`config.mk`:
```
export PLATFORM = sky130hd
export DESIGN_NAME = sign_extend
export DESIGN_NICKNAME = d
export VERILOG_FILES = /design/src/rtl/isa_pkg.sv /design/src/rtl/sign_extend_core.sv /design/src/rtl/sign_extend.sv
export SDC_FILE = /design/constraint.sdc
export NUM_CORES = 1
export LEC_CHECK = 0
export ABC_CLOCK_PERIOD_IN_PS = 2700
export CORE_MARGIN = 1
export CORE_UTILIZATION = 30
export CTS_BUF_LIST = sky130_fd_sc_hd__clkbuf_8
export CTS_CLUSTER_DIAMETER = 120
export DETAILED_ROUTE_END_ITERATION = 16
export PLACE_DENSITY = 0.77
export SYNTH_ARGS = -nofsm -noshare
export SYNTH_HDL_FRONTEND = slang
export SYNTH_SLANG_ARGS = --single-unit
```
`constraint.sdc`:
```
create_clock -name clk -period 2.7 [get_ports clk]
set_input_delay 0.27 -clock clk [delete_from_list [all_inputs] [get_ports clk]]
set_output_delay 0.27 -clock clk [all_outputs]
set_load 0.02 [all_outputs]
```
`src/rtl/isa_pkg.sv`:
```
// Shared ISA datapath definitions: default immediate/operand widths and the
// field types reused by decode and the immediate extender.
package isa_pkg;

  localparam int unsigned DEF_IMM_W = 5;
  localparam int unsigned DEF_OUT_W = 16;

  typedef logic [DEF_IMM_W-1:0] imm_t;
  typedef logic [DEF_OUT_W-1:0] word_t;

endpackage : isa_pkg

```
`src/rtl/sign_extend_core.sv`:
```
// Combinational immediate widener: sign or zero extension, then an optional
// left shift by one for branch offsets (the shifted-out MSB is dropped).
module sign_extend_core
  import isa_pkg::*;
#(
  parameter int unsigned IMM_W = DEF_IMM_W,
  parameter int unsigned OUT_W = DEF_OUT_W
) (
  input  logic [IMM_W-1:0] Immediate,
  input  logic             ZeroExt,
  input  logic             Shift1,
  output logic [OUT_W-1:0] Result
);

  localparam int unsigned PAD_W = OUT_W - IMM_W;

  logic             fill_bit;
  logic [OUT_W-1:0] ext;

  assign fill_bit = ZeroExt ? 1'b0 : Immediate[IMM_W-1];
  assign ext      = {{PAD_W{fill_bit}}, Immediate};
  assign Result   = Shift1 ? {ext[OUT_W-2:0], 1'b0} : ext;

endmodule : sign_extend_core

```
`src/rtl/sign_extend.sv`:
```
// Registered immediate extender: one cycle from the ImmValid capture edge to
// Extended/ExtValid; Extended holds between captures.
module sign_extend
  import isa_pkg::*;
#(
  parameter int unsigned IMM_W = DEF_IMM_W,
  parameter int unsigned OUT_W = DEF_OUT_W
) (
  input  logic             clk,
  input  logic             rst_n,
  input  logic [IMM_W-1:0] Immediate,
  input  logic             ImmValid,
  input  logic             ZeroExt,
  input  logic             Shift1,
  output logic [OUT_W-1:0] Extended,
  output logic             ExtValid
);

  if (IMM_W < 2 || IMM_W >= OUT_W) begin : g_bad_width
    $error("sign_extend: IMM_W must be >= 2 and < OUT_W");
  end

  logic [OUT_W-1:0] res;
  logic [OUT_W-1:0] extended_d, extended_q;
  logic             ext_valid_d, ext_valid_q;
  // Low through the reset-release edge so a capture coinciding with it is ignored.
  logic             armed_q;

  sign_extend_core #(
    .IMM_W(IMM_W),
    .OUT_W(OUT_W)
  ) u_core (
    .Immediate(Immediate),
    .ZeroExt  (ZeroExt),
    .Shift1   (Shift1),
    .Result   (res)
  );

  // NOTE: every always_comb output gets a default first, so no path leaves it unassigned (no latch).
  always_comb begin
    extended_d  = extended_q;
    ext_valid_d = 1'b0;
    if (armed_q && ImmValid) begin
      extended_d  = res;
      ext_valid_d = 1'b1;
    end
  end

  // NOTE: sequential state uses non-blocking assignments so every flop samples pre-edge values.
  always_ff @(posedge clk or negedge rst_n) begin
    if (!rst_n) begin
      extended_q  <= '0;
      ext_valid_q <= 1'b0;
      armed_q     <= 1'b0;
    end else begin
      extended_q  <= extended_d;
      ext_valid_q <= ext_valid_d;
      armed_q     <= 1'b1;
    end
  end

  assign Extended = extended_q;
  assign ExtValid = ext_valid_q;

endmodule : sign_extend

```
# ---- Word-level counts from Yosys, hierarchy flattened
# Index checks and enable logic that the tools add are counted.
dict set report word_totals {
  ff_bits 9
  latchBits 0
  ramBits 0
  mem_bits_ro 0
  output_inout_bits 17
  wordCells 7
  memories 0
}
dict set report op_classes {
  n_addsub 0
  multipliers 0
  n_div 0
  magnitude_cmp 0
  eq_ne 0
  n_shift 0
  mux 3
  bitwise 0
  reduce_logical 1
}
# op n
set ops {}
lappend ops {{$mux W6} 1}
lappend ops {{$mux W1} 2}
lappend ops {{$logic_and A1 B1 Y1} 1}

# ---- Longest topological paths before layout
# Gate-level depths: netlist of the first run.
dict set report depth {
  word_depth 2
  mapped_depth 3
  ltp_nobuf 2
}

# ---- Cells and area by module
# Synthesis of the first run repeated with hierarchy kept, for this count alone.
dict set report hier_totals {
  cells_unflattened 56
  hier_area_um2 849.6
}
# module instances cells_per_inst area_each_um2 seq_area_each_um2
set by_module_without_submodules {}
lappend by_module_without_submodules {sign_extend 1 38 703.2 450.4}
lappend by_module_without_submodules {sign_extend_core 1 18 146.4 0.0}

# ---- Least setup slack after synthesis of the first run
# Ideal clock, no wire load.
dict set report synth_timing {
  kind {reg-to-output}
  from {register, netlist name Extended[6]}
  to {output port Extended[10]}
  arrival_time_ns 0.775
  path_slack_ns 1.655
  stages_incl_launch_ff 2
  path_buffers 1
  path_cell_list {dfrtp_1 buf_4}
}
# element line
set synth_rtl {}
lappend synth_rtl {{end: declaration} sign_extend.sv:15} ;# output logic [OUT_W-1:0] Extended,
# No word-level cell between the ends.

# ---- Final worst setup path of the first run
dict set report layout_timing {
  from {register, netlist name Extended[6]}
  to {output port Extended[12]}
}
# No word-level cell between the ends.

==> flow_summary_export.csv, run 1 <==
group,metric,value,unit
logic_synthesis,synth-compound-area-share,0.145,
cts,htreeDepth,1,
global_route,grt_usage,0.150,
floorplanning,fp.dieArea,0.00168,mm2
layout,multi_input_area,140,um2
power,power_frac_seq,0.362,
cts,cts_resized,0,
cts,cts_num_sinks,9,
floorplanning,row_count,13,
run_status,outcome,"completed",
cts,cts_hold_buffers,0,
worst_setup_path,path_cells,"clkdlybuf4s50_1",
logic_synthesis,yosys_warnings,0,
worst_setup_path,crit_type,"reg2out",
worst_setup_path,cp-start-kind,"register",
route,wl,939,um
worst_setup_path,cp.arrival,1.38,ns
logic_synthesis,synth-simple-area-share,0.0658,
power,p_int,0.320,mW
logic_synthesis,avgSynthCellArea,10.6,um2
route,first_iter_violations,4,
layout,synthToLayoutAreaGrowth,52.6,%
timing,rsz0062_at_grt,"no",
logic_synthesis,synth_seq_area_share,0.493,
layout,final_core_util,0.516,
global_route,grt_antenna_before_repair,0,
logic_synthesis,synthDominantCellAreaShare,0.493,
logic_synthesis,synth.distinct_cells,14,
route,drc,0,
route,avgViaCountPerCell,4.83,
timing,hold_slack,0.334,ns
global_route,grt_overflow,0,
cts,clk_pin_slew,0.05,ns
global_route,grt_pass1_wl,1580,um
logic_synthesis,synth_fa_ha_area_frac,0,
floorplanning,die_w,41.0,um
timing,finalSetupViolations,0,
global_route,grt_max_degree,12,
worst_setup_path,endpoint_kind,"output pin",
floorplanning,io_pins,27,
global_route,grt_pass1_vias,357,
worst_setup_path,slowest_delay,0.67,ns
timing,setup_tns,0,ns
logic_synthesis,synth_top_area_cell,"dfrtp_1",
place,dp_hpwl,718,um
layout,final_common_cell,"clkdlybuf4s50_1",
layout,n_fill_cell,134,
layout,regArea,225,um2
layout,diodes,0,
logic_synthesis,synth-xor-area-share,0,
logic_synthesis,ys_ff_latch,9,
timing,post-route-period-util,0.611,
power,switching_share,0.290,
power,power_frac_comb,0.303,
floorplanning,core_area,0.00135,mm2
place,portBuffers,26,
logic_synthesis,synthTopCellsByArea,"dfrtp_1 49%, buf_4 15%, a21oi_1 8.8%",
power,ir_drop,311,uV
worst_setup_path,crit_family,"buffers and inverters",
timing,hold_violations,0,
timing,finalWorstPathRequiredPeriod,1.65,ns
worst_setup_path,required,2.43,ns
cts,clk_root_buffer_cell,"clkbuf_8",
cts,cts_tree,"yes",
worst_setup_path,critPathMaxFanout,11,
cts,clock_latency,0.23,ns
power,power_density,647,mW/mm2
power,p_switching,0.131,mW
run,maxCapViolations,0,
logic_synthesis,synth_fp_nets,53,
logic_synthesis,synth_mux_area_frac,0.0877,
timing,finalClockSkew,0.00358,ns
floorplanning,start_util,0.338,
logic_synthesis,synthCells,43,
power,p_leak,0.292,nW
timing,finalMaxSlewViolations,0,
worst_hold_path,holdCritPathClass,"in2async",
layout,nNetsFinal,73,
floorplanning,die_h,41.0,um
layout,drive_gt1_frac,0.0484,
worst_setup_path,crit_buf_inv,1,
cts,postCtsSetupRepairBufs,0,
route,vias,372,
timing,timing.fmax,606,MHz
power,p_clk_frac,0.335,
cts,max-clock-path-buffers,2,
place,gp_congestion,0.773,
route,firstDrtPassIters,4,
route,post_drt_wl_per_cell,12.2,um
layout,layout_common_cells,"26 x clkdlybuf4s50_1, 9 x dfrtp_1, 8 x a21oi_1, 4 x mux2i_1",
worst_setup_path,slowest_stage,"clkdlybuf4s50_1",
logic_synthesis,syn_area,457,um2
cts,cts_inserted_buffers,3,
logic_synthesis,synth_top_family_by_area,"buffers and inverters",
route,drt.antenna.violating_nets,0,
## sequential cells by signal (all words and copies together) (netlist names)
register  flops
ExtValid      1
Extended      7
armed_q       1
## Yosys cell counts, drive strengths merged
cell type	n
a21oi	8
dfrtp	9
and2	1
nand2b	1
conb	1
buf	10
inv	2
clkbuf	1
mux2i	4
nand4b	2
o21ai	2
a31o	1
a21boi	1
## metrics by stage
stage	power (mW)	instances	instance area [um2]	worst slack, ns
2_1_floorplan	0.244	43	457	1.66
4_1_cts	0.456	77	697	1.03
5_1_grt	0.476	77	697	0.948
3_3_place_gp	0.301	73	652	1.30
6_report	0.451	77	697	1.05
3_5_place_dp	0.303	73	652	1.24
## worst paths after layout
| check | from | end | slack (ns) | cells after the start |
|---|---|---|---|---|
| max in group asynchronous | rst_n | Extended[1]$_DFFE_PN0P_ | 2.08 | 1 |
| max reg2reg | armed_q$_DFF_PN0_ | Extended[5]$_DFFE_PN0P_ | 1.60 | 2 |
| min reg2reg | Extended[4]$_DFFE_PN0P_ | Extended[4]$_DFFE_PN0P_ | 0.53 | 2 |
| max | Extended[6]$_DFFE_PN0P_ | Extended[12] | 1.05 | 1 |
| min | rst_n | Extended[4]$_DFFE_PN0P_ | 0.33 | 1 |
| min in group clk | Extended[4]$_DFFE_PN0P_ | Extended[4]$_DFFE_PN0P_ | 0.53 | 2 |
## power by group through the flow
stage | clock network [mW] | registers, mW | logic, mW
after detailed placement | 0 | 0.165 | 0.137
after global placement | 0 | 0.165 | 0.136
after global routing | 0.161 | 0.167 | 0.148
after floorplan | 0 | 0.182 | 0.0629
after CTS | 0.154 | 0.164 | 0.138
final | 0.151 | 0.163 | 0.137
## cell families (layout without fill, tap and decap cells)
kind of cell	Yosys count	count (layout)
multiplexers	4	4
buffers and inverters	13	32
flip-flops	9	9
AND/OR/NAND/NOR	4	4
AO/OA/AOI/OAI	12	12
other	1	1
## area by class of cell
| cell class | count | share of cell area |
|---|---|---|
| Clock buffer | 3 | 0.0592 |
| Multi-Input combinational cell | 21 | 0.201 |
| Clock inverter | 1 | 0.00539 |
| Timing Repair Buffer | 26 | 0.373 |
| Tap cell | 15 | 0.0269 |
| Sequential cell | 9 | 0.323 |
| Inverter | 2 | 0.0108 |
## layer usage
layer | global-route usage | vias up | share of wire
li1 | - | 173 | -
met1 | 0.186 | 174 | 0.46
met2 | 0.238 | 25 | 0.44
met3 | 0.0543 | 0 | 0.10
met4 | 0.0500 | 0 | 0
met5 | 0 | - | 0
Power figures use the tool's default switching activity.
==> run 2: changes to the inputs <==
--- a/config.mk
+++ b/config.mk
@@ -5,7 +5,7 @@
 export SDC_FILE = /design/constraint.sdc
 export NUM_CORES = 1
 export LEC_CHECK = 0
-export ABC_CLOCK_PERIOD_IN_PS = 2700
+export ABC_CLOCK_PERIOD_IN_PS = 1700
 export CORE_MARGIN = 1
 export CORE_UTILIZATION = 30
 export CTS_BUF_LIST = sky130_fd_sc_hd__clkbuf_8
==> constraint.sdc (replaced) <==
create_clock -name clk -period 1.7 [get_ports clk]
set_input_delay 0.17 -clock clk [delete_from_list [all_inputs] [get_ports clk]]
set_output_delay 0.17 -clock clk [all_outputs]
set_load 0.02 [all_outputs]
==> results of run 2 <==
Same layout as run 1 (identical final DEF). Status: completed.
Among the figures that moved: setup slack after placement 1.24 ns -> 0.336 ns; setup slack after layout 1.05 ns -> 0.151 ns; hold slack 0.334 ns -> 0.234 ns; register-to-register setup slack 1.60 ns -> 0.60 ns; total power 0.451 mW -> 0.716 mW; worst IR drop on VDD 311 uV -> 495 uV
==> RTL change, RTL diff (flow settings as in run 2) <==
Add an input register stage for `Immediate`, `ImmValid`, `ZeroExt` and `Shift1`, without a reset; this delays them by one clock. Comments in the files are not updated.
--- a/src/rtl/sign_extend.sv
+++ b/src/rtl/sign_extend.sv
@@ -18,2 +18,14 @@
 
+  logic [IMM_W-1:0] Immediate_q;
+  logic ImmValid_q;
+  logic ZeroExt_q;
+  logic Shift1_q;
+
+  always_ff @(posedge clk) begin
+    Immediate_q <= Immediate;
+    ImmValid_q  <= ImmValid;
+    ZeroExt_q   <= ZeroExt;
+    Shift1_q    <= Shift1;
+  end
+
   if (IMM_W < 2 || IMM_W >= OUT_W) begin : g_bad_width
@@ -32,5 +44,5 @@
   ) u_core (
-    .Immediate(Immediate),
-    .ZeroExt  (ZeroExt),
-    .Shift1   (Shift1),
+    .Immediate(Immediate_q),
+    .ZeroExt  (ZeroExt_q),
+    .Shift1   (Shift1_q),
     .Result   (res)
@@ -42,3 +54,3 @@
     ext_valid_d = 1'b0;
-    if (armed_q && ImmValid) begin
+    if (armed_q && ImmValid_q) begin
       extended_d  = res;
Function: changed (a bounded check fails within 4 cycles, from zero or initial values and one cycle with rst_n low).
==> RTL change against run 2 <==
  * Global-route usage is 4.2 points lower
  * Synthesized cell count is 19% higher
  * Cell area rose by 25%
  * Synthesized area grew 35%
  * Worst hold slack got worse by 3.5 ps
  * Count of clock-buffer cells in the layout is the same
  * Total power grew 32%
  * Sequential cell count grew 8
  * Wire length rose by 13%
  * Setup slack got worse by 30 ps
==> RTL change: results (changes against run 2) <==
[power_and_ir_drop]
vdd_drop_max_uv = 516.5  ; +4.4%
p_leak_nw = 0.3596  ; +23%

[outcome]
status = complete, no violations

[timing]
skew_ps = 1.943  ; -1.641 ps

[synth]
synthTopCellsByCount = buf_4 (9), dfrtp_1 (9), a21oi_1 (8), dfxtp_1 (8), mux2i_1 (4)
synth.yosys.seq_area_share_pct = 62.47  ; +13 points
synthDistinctLibCells = 15  ; +1
synthTopCellsByArea = dfrtp_1 (37%), dfxtp_1 (26%), buf_4 (11%)
synth_compound_area_share_pct = 10.75  ; -3.8 points
muxShareOfSynthArea_pct = 6.491  ; -2.3 points
synth.top_cell.area_share_pct = 36.51  ; -13 points
synthArstFlopShare_pct = 52.94  ; -47 points

[detailed_routing]
viasPerCell = 4.299  ; -11%
drt_first_pass_iters = 1  ; -3
detail_route.iter0.violations = 0  ; -4
wire_per_inst_um = 10.93  ; -10%

[placement]
dp_hpwl_um = 782.8  ; +9.1%
place_congestion = 0.6724  ; -13%
post_dp_cell_area_um2 = 827.0  ; +27%

[final_layout]
fillers = 195  ; +46%
drive_above_1_share_pct = 4.286  ; -0.55 points
nets = 81  ; +11%

[global_route]
first_global_vias = 365  ; +2.2%
grtUsageTotal_pct = 10.86  ; -4.2 points

[critical_path]
ff2ff_setup_slack_ps = 640  ; +40 ps
worstPathArrival_ps = 1410  ; +30 ps
crit_path_end = Extended[15]

-- RTL change: cell types whose count changed after synthesis, sizes merged --
cell,change
dfxtp,+8
-- RTL change: how the worst min path moves through the flow --
stage / from / endpoint / slack, ps / cells after the start
after floorplan: rst_n / ExtValid / -130 / 0
after global placement: rst_n / ExtValid / 490 / 1
after detailed placement: rst_n / Extended[0] / 500 / 1
after CTS: rst_n / Extended[1] / 240 / 1
after global routing: rst_n / Extended[5] / 260 / 1
final: rst_n / ExtValid / 230 / 1
-- RTL change: per-layer routing --
layer | part of all wire [%] | up-vias | global-route usage, %
li1 | - | 198 | -
met1 | 42 | 196 | 12.35
met5 | 0 | - | 0
met2 | 50 | 21 | 17.53
met3 | 7.5 | 2 | 3.462
met4 | 0.47 | 0 | 6.857
-- RTL change: worst reg2reg max path, stage by stage, from the launching register on --
cell and delay (ps):
dfrtp_1 460, and2_1 270, a31o_1 230
-- RTL change: stage by stage --
step	hold slack [ps]	std cells	power [mW]
after detailed placement	497.3	93	0.6787
final	230.4	97	0.9489
after floorplan	-125.6	51	0.5891
after CTS	239.7	97	0.9635
after global routing	261.3	97	0.9968
after global placement	486.8	93	0.6718
-- RTL change: cell type report --
cell class / instances / area (µm²) / area share (%)
Clock inverter: 1 / 3.754 / 0.4304
Sequential cell: 17 / 385.4 / 44.19
Multi-Input combinational cell: 21 / 140.1 / 16.07
Inverter: 2 / 7.507 / 0.8608
Timing Repair Buffer: 26 / 260.3 / 29.84
Clock buffer: 3 / 41.29 / 4.735
Tap cell: 27 / 33.78 / 3.874
-- RTL change: report_power, final --
group	internal [mW]	total [mW]	switching, mW
clock network	0.160	0.280	0.120
registers	0.436	0.465	0.0292
logic	0.109	0.204	0.0951
